$ cat src/rtl/led_mode_arbiter.sv
// Shares the user LEDs among CPU gpio, the slide switches and a heartbeat walker; a debounced button cycles the source.
// Latency: led_o is registered one cycle after its source; a mode change shows one dark cycle before the new source.
module led_mode_arbiter #(
    parameter int DEBOUNCE_CYCLES  = 1000000,
    parameter int HEARTBEAT_CYCLES = 25000000,
    parameter int LED_W            = 16
) (
    input  logic             clk_i,
    input  logic             rst_i,
    input  logic             btn_i,
    input  logic [LED_W-1:0] cpu_led_i,
    input  logic [LED_W-1:0] sw_i,
    output logic [LED_W-1:0] led_o,
    output logic [1:0]       mode_o,
    output logic             btn_pulse_o
);

    localparam int DEB_W = $clog2(DEBOUNCE_CYCLES);
    localparam int HB_W  = $clog2(HEARTBEAT_CYCLES);
    localparam logic [DEB_W-1:0] DEB_LAST = DEB_W'(DEBOUNCE_CYCLES - 1);
    localparam logic [HB_W-1:0]  HB_LAST  = HB_W'(HEARTBEAT_CYCLES - 1);

    typedef enum logic [1:0] {
        MODE_CPU       = 2'd0,
        MODE_SWITCH    = 2'd1,
        MODE_HEARTBEAT = 2'd2,
        MODE_BAD       = 2'd3
    } mode_t;

    logic [1:0]       sync_q;
    logic             btn_s;
    logic             deb_lvl;
    logic [DEB_W-1:0] deb_cnt;
    logic [HB_W-1:0]  hb_cnt;
    logic [LED_W-1:0] hb_pat;
    logic             blank;
    mode_t            mode_q;
    mode_t            mode_d;
    logic [LED_W-1:0] src;

    // btn_i is asynchronous; only the second flop is ever looked at
    always_ff @(posedge clk_i) begin
        if (rst_i) begin
            sync_q <= '0;
        end else begin
            sync_q <= {sync_q[0], btn_i};
        end
    end

    assign btn_s = sync_q[1];

    always_ff @(posedge clk_i) begin
        if (rst_i) begin
            deb_lvl     <= 1'b0;
            deb_cnt     <= '0;
            btn_pulse_o <= 1'b0;
        end else begin
            btn_pulse_o <= 1'b0;
            if (btn_s == deb_lvl) begin
                deb_cnt <= '0;
            end else if (deb_cnt == DEB_LAST) begin
                deb_lvl     <= btn_s;
                deb_cnt     <= '0;
                btn_pulse_o <= btn_s;
            end else begin
                deb_cnt <= deb_cnt + DEB_W'(1);
            end
        end
    end

    always_ff @(posedge clk_i) begin
        if (rst_i) begin
            hb_cnt <= '0;
            hb_pat <= LED_W'(1);
        end else if (hb_cnt == HB_LAST) begin
            hb_cnt <= '0;
            hb_pat <= {hb_pat[LED_W-2:0], hb_pat[LED_W-1]};
        end else begin
            hb_cnt <= hb_cnt + HB_W'(1);
        end
    end

    always_comb begin
        mode_d = mode_q;
        src    = '0;
        case (mode_q)
            MODE_CPU: begin
                src = cpu_led_i;
                if (btn_pulse_o) mode_d = MODE_SWITCH;
            end
            MODE_SWITCH: begin
                src = sw_i;
                if (btn_pulse_o) mode_d = MODE_HEARTBEAT;
            end
            MODE_HEARTBEAT: begin
                src = hb_pat;
                if (btn_pulse_o) mode_d = MODE_CPU;
            end
            default: mode_d = MODE_CPU;
        endcase
    end

    // blank marks the cycle after a mode change so the LEDs go dark once before the new source
    always_ff @(posedge clk_i) begin
        if (rst_i) begin
            mode_q <= MODE_CPU;
            blank  <= 1'b0;
            led_o  <= '0;
        end else begin
            mode_q <= mode_d;
            blank  <= (mode_d != mode_q);
            led_o  <= blank ? '0 : src;
        end
    end

    assign mode_o = mode_q;

endmodule
$ cat config.mk
export PLATFORM = sky130hd
export DESIGN_NAME = led_mode_arbiter
export DESIGN_NICKNAME = d
export VERILOG_FILES = /design/src/rtl/led_mode_arbiter.sv
export SDC_FILE = /design/constraint.sdc
export NUM_CORES = 1
export LEC_CHECK = 0
export CAP_MARGIN = 20
export CORE_ASPECT_RATIO = 1.25
export CORE_MARGIN = 2
export CORE_UTILIZATION = 40
export CTS_CLUSTER_DIAMETER = 50
export CTS_CLUSTER_SIZE = 40
export DETAILED_ROUTE_END_ITERATION = 8
export GPL_TIMING_DRIVEN = 0
export PLACE_DENSITY = 0.72
export SLEW_MARGIN = 20
export SYNTH_ARGS = -nofsm -noshare
export SYNTH_HDL_FRONTEND = slang
export SYNTH_SLANG_ARGS = --single-unit
$ cat constraint.sdc
create_clock -name clk_i -period 1.8 [get_ports clk_i]
set_input_delay 0.18 -clock clk_i [delete_from_list [all_inputs] [get_ports clk_i]]
set_output_delay 0.18 -clock clk_i [all_outputs]
set_load 0.01 [all_outputs]
==> results of run 1 <==
state kept, by name (all words and copies together) (netlist names):
signal       flops
hb_cnt          25
deb_cnt         20
hb_pat          16
led_o           16
mode_o           2
sync_q           2
blank            1
btn_pulse_o      1
deb_lvl          1
cell type report:
class	count	area, um^2	share of cell area (%)
clock inverters	5	60.06	1.208
multi-input cells	294	1947	39.16
plain buffers	18	123.9	2.492
inverters	12	45.04	0.9061
flip-flops and latches	84	1747	35.14
repair buffers	81	747.0	15.03
well taps	120	150.1	3.020
clock buffers	11	151.4	3.046
kinds of logic (layout without fill, tap and decap cells):
kind of cell | count (synthesis) | after routing | share of synthesized area, %
compound gates | 61 | 61 | 9.585
flops | 84 | 84 | 46.51
xor+xnor | 24 | 24 | 5.813
fa+ha+maj | 2 | 2 | 0.6919
mux | 32 | 32 | 8.858
buf+inv | 31 | 127 | 3.841
simple gates | 175 | 175 | 24.71
worst max path at each step:
stage | from | endpoint | slack (ns) | cells after the start
CTS | hb_cnt[4]$_SDFF_PP0_ | hb_cnt[19]$_SDFF_PP0_ | -0.02 | 5
finish | hb_cnt[6]$_SDFF_PP0_ | hb_cnt[19]$_SDFF_PP0_ | 0.005 | 5
global placement | hb_cnt[2]$_SDFF_PP0_ | hb_cnt[2]$_SDFF_PP0_ | -0.24 | 5
floorplan | hb_cnt[0]$_SDFF_PP0_ | hb_cnt[16]$_SDFF_PP0_ | 0.04 | 6
global route | hb_cnt[6]$_SDFF_PP0_ | hb_cnt[19]$_SDFF_PP0_ | -0.05 | 5
detailed placement | hb_cnt[2]$_SDFF_PP0_ | hb_cnt[2]$_SDFF_PP0_ | -0.29 | 5
cell usage after synthesis:
cell      number
a211o_1        1
a21oi_1       38
a31o_2         1
and3_1         1
and3_2         1
and4_1         4
buf_1          2
buf_2          6
buf_6          2
clkbuf_1       9
clkinv_1       1
dfxtp_1       84
ha_1           2
inv_1         11
mux2i_1       32
nand2_1       32
nand3_1       16
nand3_2        2
nand4_1       11
nor2_1        63
nor2b_1        4
nor3_1         4
nor3b_1        2
nor4_1         6
nor4_4         1
nor4bb_1       1
o211ai_1       1
o21ai_0       11
o31ai_1        8
o41ai_2        1
or2_2          2
or3_1         12
or3_2          1
or4_1         10
or4_2          1
or4_4          1
xnor2_1       11
xor2_1        13
where the power goes:
group          internal, W  switching (W)  total [W]
combinational     0.000139      0.0000885   0.000228
sequential         0.00187      0.0000170    0.00189
clock             0.000719       0.000673    0.00139
timing repair:
item,4_1_cts,5_1_grt
buffers inserted,5,19
gates resized for setup,30,55
endpoints found under the setup margin,61,68
cloned,0,4
pin swaps,6,15
per-stage QoR:
step	worst slack, ns	instances
floorplan	0.04018	409
global placement	-0.2436	582
detailed placement	-0.2879	582
CTS	-0.01678	603
global route	-0.05392	625
finish	0.004817	625
routing by layer:
layer | global-route usage, % | up-vias | wire length [um]
li1 | - | 1615 | -
met4 | 8.955 | 0 | 215
met3 | 3.053 | 17 | 325
met5 | 0 | - | 0
met2 | 27.35 | 56 | 4213
met1 | 18.27 | 1479 | 3431
==> metrics.cfg, run 1 <==
[outcome]
status = completed

[place]
place_area_mm2 = 0.004312
hpwl_um = 5396
gp_congestion = 0.7586
port_buffers = 53

[worst_hold_path]
whs_path_depth = 2
hold_start = btn_i
hold_path.class = input pin to flop
min_to = sync_q[0]$_SDFF_PP0_

[yosys]
netlist_area_mm2 = 0.003616
yosys.area.top_type_share_pct = 46.51
synth_area_leader_cell = dfxtp_1
yosys-top-cells-area = dfxtp_1 47%, mux2i_1 8.9%, nor2_1 6.5%
synth_nets = 446
synthCells = 409
seq_area_frac_synth_pct = 46.51
synth_warnings = 0
synth_area_per_cell_um2 = 8.841
ys_types = 38
ys_ff_latch = 84

[sta]
fin_tns_setup_ns = 0
finalCriticalPeriod_ns = 1.795
hold_violations = 0
period_share_pct = 99.73
whs_ns = 0.3860
finalSetupViolCount = 0
fmax_ghz = 0.5570
relSlewSlack_pct = 58.00
final_max_slew_viol_count = 0
skew_ns = 0.007622
rsz0062_at_grt = true
tightestPinTransition_ns = 0.6243

[layout]
final_nets = 537
fillers = 801
fin_util_pct = 56.82
layout_common_cells = 63 x nor2_1, 58 x dfxtp_1, 53 x clkdlybuf4s50_1
diodes = 0
layout_commonest_cell = nor2_1
syn_to_final_growth_pct = 37.47
fin_area_mm2 = 0.004971
drive_gt1_share_pct = 22.57

[setup_path]
path_class = flop to flop
reg2reg_from = hb_cnt[6]$_SDFF_PP0_
cp_max_fo = 8
required_ns = 2.09
crit_slowest_cell = or4_4
rr_worst_depth = 5
slowest_delay_ns = 0.53
crit_family = simple AND/OR/NAND/NOR gates
rr_endpoint = hb_cnt[19]$_SDFF_PP0_
endpoint_kind = flop
path_cells = nand3_2, or4_4, buf_6, or4_4, a21oi_2
arrival_ns = 2.08
cp_num_buf_inv = 1
cp_common_cell = or4_4
cp-start-kind = flop
regToRegSetupSlack_ns = 0.005

[route]
wl_per_cell_um = 13.10
drc = 0
drt-initial-drc-count = 132
ant_nets = 0
first_pass_iters = 5
routed_wl_um = 8186
via_per_inst = 5.067
via_count = 3167

[floorplan]
die-area_mm2 = 0.009821
die_w_um = 89.04
fp-row-count = 38
coreArea_mm2 = 0.008748
io_pins = 54
start_util_pct = 41.33
die_y_um = 110.3

[clock_network]
htree_levels = 3
cts_tree = yes
worstSkewPairLatency_ns = 0.36
ctsHoldBuffers = 0
clockBufferDepth = 2
cts_root_buf = clkbuf_8
numCtsBuffers = 9
cts_sinks = 84
clk_pin_slew_ns = 0.08

[global_routing]
grt_overflow = 0
grt_pass1_wl_um = 12230
antenna_found_initial = 0
grt_use_total_pct = 15.90
grt_pass1_vias = 2865
grt_max_degree = 15

[job]
drv_cap = 0

[power]
pwr_density_cell_mw_per_mm2 = 705.1
p_total_w = 0.003505
ir_worst_vdd_mv = 0.4192
leakage_nw = 1.655

Power figures use the tool's default switching activity.
==> inputs of run 2 (changes only) <==
--- a/config.mk
+++ b/config.mk
@@ -14,7 +14,8 @@
 export DETAILED_ROUTE_END_ITERATION = 8
 export GPL_TIMING_DRIVEN = 0
 export PLACE_DENSITY = 0.72
-export SLEW_MARGIN = 20
+export SLEW_MARGIN = 15
 export SYNTH_ARGS = -nofsm -noshare
 export SYNTH_HDL_FRONTEND = slang
 export SYNTH_SLANG_ARGS = --single-unit
+export TNS_END_PERCENT = 5
==> run 2 against run 1 <==
  * The flow now finishes with violations (setup timing)
  * Cell area is 6.5% lower
  * Clock skew hardly changed
  * Sequential share of layout area is 1.8 points higher
  * Critical path depth stayed put
  * Global-route usage hardly changed
  * Die area stayed put
  * First-iteration DRC count is 27% lower
  * Power hardly changed
  * Combinational power is 4% lower
  * Non-clock buffer count is 24 lower
==> metrics.cfg, run 2 (synthesis results as in run 1) <==
[outcome]
status = finished with violations
violations = setup timing

[floorplan]
die-area_mm2 = 0.009821
fp-row-count = 38
start_util_pct = 41.33
coreArea_mm2 = 0.008748
die_y_um = 110.3
die_w_um = 89.04
io_pins = 54

[setup_path]
endpoint_kind = flop
required_ns = 2.09
slowest_delay_ns = 0.51
cp_max_fo = 9
cp-start-kind = flop
path_class = flop to flop
cp_num_buf_inv = 1
crit_family = simple AND/OR/NAND/NOR gates
crit_slowest_cell = or4_1
path_cells = nand4_1, or4_1, buf_2, or4_1, a21oi_1
arrival_ns = 2.13
cp_common_cell = or4_1

[route]
routed_wl_um = 7416
drc = 0
wl_per_cell_um = 12.34
via_per_inst = 5.072
drt-initial-drc-count = 96
first_pass_iters = 4
via_count = 3048
ant_nets = 0

[sta]
tightestPinTransition_ns = 0.6207
fmax_ghz = 0.5434
finalCriticalPeriod_ns = 1.840
period_share_pct = 102.2
fin_tns_setup_ns = -0.05836
skew_ns = 0.008019
post-route-worst-setup-slack_ns = -0.04025
final_max_slew_viol_count = 0
hold_violations = 0
rsz0062_at_grt = true
relSlewSlack_pct = 58.24
finalSetupViolCount = 2

[clock_network]
cts_root_buf = clkbuf_8
numCtsBuffers = 9
worstSkewPairLatency_ns = 0.36
cts_sinks = 84
cts_tree = yes
clk_pin_slew_ns = 0.08
clockBufferDepth = 2
htree_levels = 3

[layout]
reg.largest.list = hb_cnt (25), deb_cnt (20)
multi_input_area_mm2 = 0.001852
drive_gt1_share_pct = 13.51
fillers = 836
largest_register_ffs = 25
seq_area_mm2 = 0.001714
diodes = 0
final_nets = 513
largest_register = hb_cnt
layout_commonest_cell = dfxtp_1
syn_to_final_growth_pct = 28.51
stdcell_count = 601
layout_common_cells = 68 x dfxtp_1, 63 x nor2_1, 53 x clkdlybuf4s50_1

[job]
drv_cap = 0

[global_routing]
grt_overflow = 0
antenna_found_initial = 0
grt_max_degree = 15
grt_pass1_wl_um = 12250
grt_use_total_pct = 15.93
grt_pass1_vias = 2868

[power]
p_total_w = 0.003504
ir_worst_vdd_mv = 0.4176
leakage_nw = 1.520
pwr_density_cell_mw_per_mm2 = 754.0

[place]
port_buffers = 53
gp_congestion = 0.7586
dp_cells = 582
post-place-ws_ns = -0.2879
hpwl_um = 5396

[worst_hold_path]
hold_path.class = input pin to flop

## run 2: cell count changes in the layout (fill, tap and decap cells not counted), sizes merged
cell	before	now
clkbuf	17	20
clkdlybuf4s15	2	0
buf	38	13
## run 2: metrics by stage
| stage | instance area (um^2) | hold WS [ns] | util [%] |
|---|---|---|---|
| detailed placement | 4312 | 0.4379 | 49.28 |
| floorplan | 3631 | 0.3082 | - |
| global placement | 4312 | 0.4284 | 49.28 |
| global route | 4647 | 0.3808 | 53.12 |
| finish | 4647 | 0.3867 | 53.12 |
| CTS | 4618 | 0.3821 | 52.79 |
## run 2: path summary, 6_finish.rpt
check                        startpoint                endpoint  slack [ns]  cells past startpoint
setup / recovery  deb_cnt[8]$_SDFF_PP0_  deb_cnt[19]$_SDFF_PP0_       -0.04                      5
hold / removal                    btn_i    sync_q[0]$_SDFF_PP0_        0.39                      2
setup reg to reg  deb_cnt[8]$_SDFF_PP0_  deb_cnt[19]$_SDFF_PP0_       -0.04                      5
hold reg to reg    sync_q[0]$_SDFF_PP0_    sync_q[1]$_SDFF_PP0_        0.45                      1
## run 2: power breakdown
group | total, W | internal [W] | switching (W)
logic | 0.000220 | 0.000135 | 0.0000854
registers | 0.00190 | 0.00188 | 0.0000155
clock network | 0.00139 | 0.000719 | 0.000669
total | 0.00350 | 0.00273 | 0.000770
## run 2: final cells by class
cell class                 count  share of cell area, %
multi-input combinational    294                  39.85
timing repair buffer          57                  12.06
clock inverter                 5                  1.292
buffer                        18                  2.450
tap                          120                  3.231
clock buffer                  11                  3.258
inverter                      12                 0.9693
sequential                    84                  36.89
## run 2: timing repair
action / CTS / global route
setup endpoints to repair: 61 / 68
buffers inserted: 4 / 0
hold buffers: 0 / 0
resized for setup: 23 / 16
endpoints found under the hold margin: 0 / 0
pin swaps: 5 / 3
cloned: 0 / 0
## run 2: worst reg2reg max path: cells and delay by family, from the launching register on
| kind | cells | cell delay [ns] |
|---|---|---|
| buffers and inverters | 1 | 0.18 |
| AOI/OAI and AO/OA | 1 | 0.15 |
| DFF | 1 | 0.39 |
| and+or+nand+nor | 3 | 1.07 |
## run 2: routing by layer
| metal | global-route usage [%] | vias to the layer above | part of all wire, % | routed length [um] |
|---|---|---|---|---|
| met4 | 8.955 | 0 | 2.3 | 172 |
| met3 | 3.053 | 14 | 3.7 | 271 |
| met2 | 27.35 | 51 | 50 | 3720 |
| li1 | - | 1573 | - | - |
| met5 | 0 | - | 0 | 0 |
| met1 | 18.36 | 1410 | 44 | 3251 |
==> edit (flow settings as in run 2) <==
The parameter `HEARTBEAT_CYCLES` goes from 25000000 to 50000000.
--- a/src/rtl/led_mode_arbiter.sv
+++ b/src/rtl/led_mode_arbiter.sv
@@ -4,3 +4,3 @@
     parameter int DEBOUNCE_CYCLES  = 1000000,
-    parameter int HEARTBEAT_CYCLES = 25000000,
+    parameter int HEARTBEAT_CYCLES = 50000000,
     parameter int LED_W            = 16
Behaviour: same outputs for any inputs over 10 cycles, from zero or initial values and one cycle with rst_i high; that may be too few to reach the edited logic, so the function may still have changed.
==> edit against run 2 <==
  * The flow still finishes with violations (setup timing)
  * Highest routed layer unchanged
  * Power up 13%
  * Critical path type unchanged
  * Area after synthesis is 4.3% higher
  * Setup slack got worse by 0.032 ns
  * Final area grew 9.5%
  * Non-clock buffer count rose by 16
  * Clock skew up 0.00065 ns
  * Wire length is 17% higher
  * Sequential cell count is 1 higher
==> edit: results (changes against run 2) <==
* Status: finished, violations left
* Failing checks: setup timing
* Clock latency on the worst-skew pair at 0.33 ns (-0.03 ns)
* Layout cell share with drive strength beyond 1 at 19.04% (+5.5 points)
* Gpl congestion at 0.8009 (+5.6%)
* Post-Syn Nets at 475 (+6.5%)
* Met2 Routed Length at 4.250 mm (+14%)
* Maximum number of pins on one net before global-route repair at 16 (+1)
* DRT met1 WL at 3.881 mm (+19%)
* Dpl cells at 614 (+5.5%)
* Post-Route Skew at 0.008666 ns (+0.0006476 ns)
* Syn_area_per_cell at 8.607 sq um (-2.6%)
* Wire per inst at 13.52 um (+9.6%)
* Final WS setup at -0.07187 ns (-0.03162 ns)
* Crit-path slowest cell: or4_4
* Placed Area at 4507 sq um (+4.5%)
* GR met3 Demand/Resource at 3.154% (+0.10 points)
* GRT Total Usage at 17.56% (+1.6 points)
* Clk root buf: clkbuf_16
* Final setup fails at 4 (+2)
* Mux cell area share after synthesis at 4.248% (-4.6 points)
* Largest cells by area after synthesis: dfxtp_1, nor2_1, a21oi_1, nand4_1, mux2i_1
* First-pass GRT wire length at 14.88 mm (+21%)
* Post-synth top cells: dfxtp_1, nor2_1, a21oi_1
* GR Layer Usage met2 at 29.90% (+2.6 points)
* Initial DRC count at 136 (+42%)
* Crit path to: hb_cnt[22]$_SDFF_PP0_
* Worst vdd ir at 0.4358 mV (+4.4%)
* Post-synthesis adder-cell area fraction at 0.6638% (-0.028 points)
==> edit: changes by cell type in the layout (fill, tap and decap cells not counted), moves of 10 or more <==
cell and change:
nand2_1 -17, buf_4 +11, mux2i_1 -16, nand4_1 +16, a21oi_1 +13, clkbuf_16 +10
==> edit: repair_timing <==
item                                    4_1_cts  5_1_grt
endpoints found under the setup margin       60       52
gates resized for setup                      34       22
buffers inserted                             10        6
pin swaps                                    11       25
cloned                                        0        1
==> edit: power groups by stage <==
stage               Clock (uW)  Sequential [uW]  Combinational (uW)
floorplan                    0             1980                73.0
global placement             0             1970                 213
detailed placement           0             1970                 215
CTS                       1860             1920                 228
global route              1950             1920                 249
finish                    1820             1920                 228
==> edit: final cells by class <==
class / instances / area share [%]
tap: 123 / 3.024
buffer: 21 / 2.655
inverter: 11 / 0.8112
timing repair buffer: 70 / 12.88
clock inverter: 5 / 0.7620
clock buffer: 11 / 5.187
multi-input combinational: 317 / 40.36
sequential: 85 / 34.32
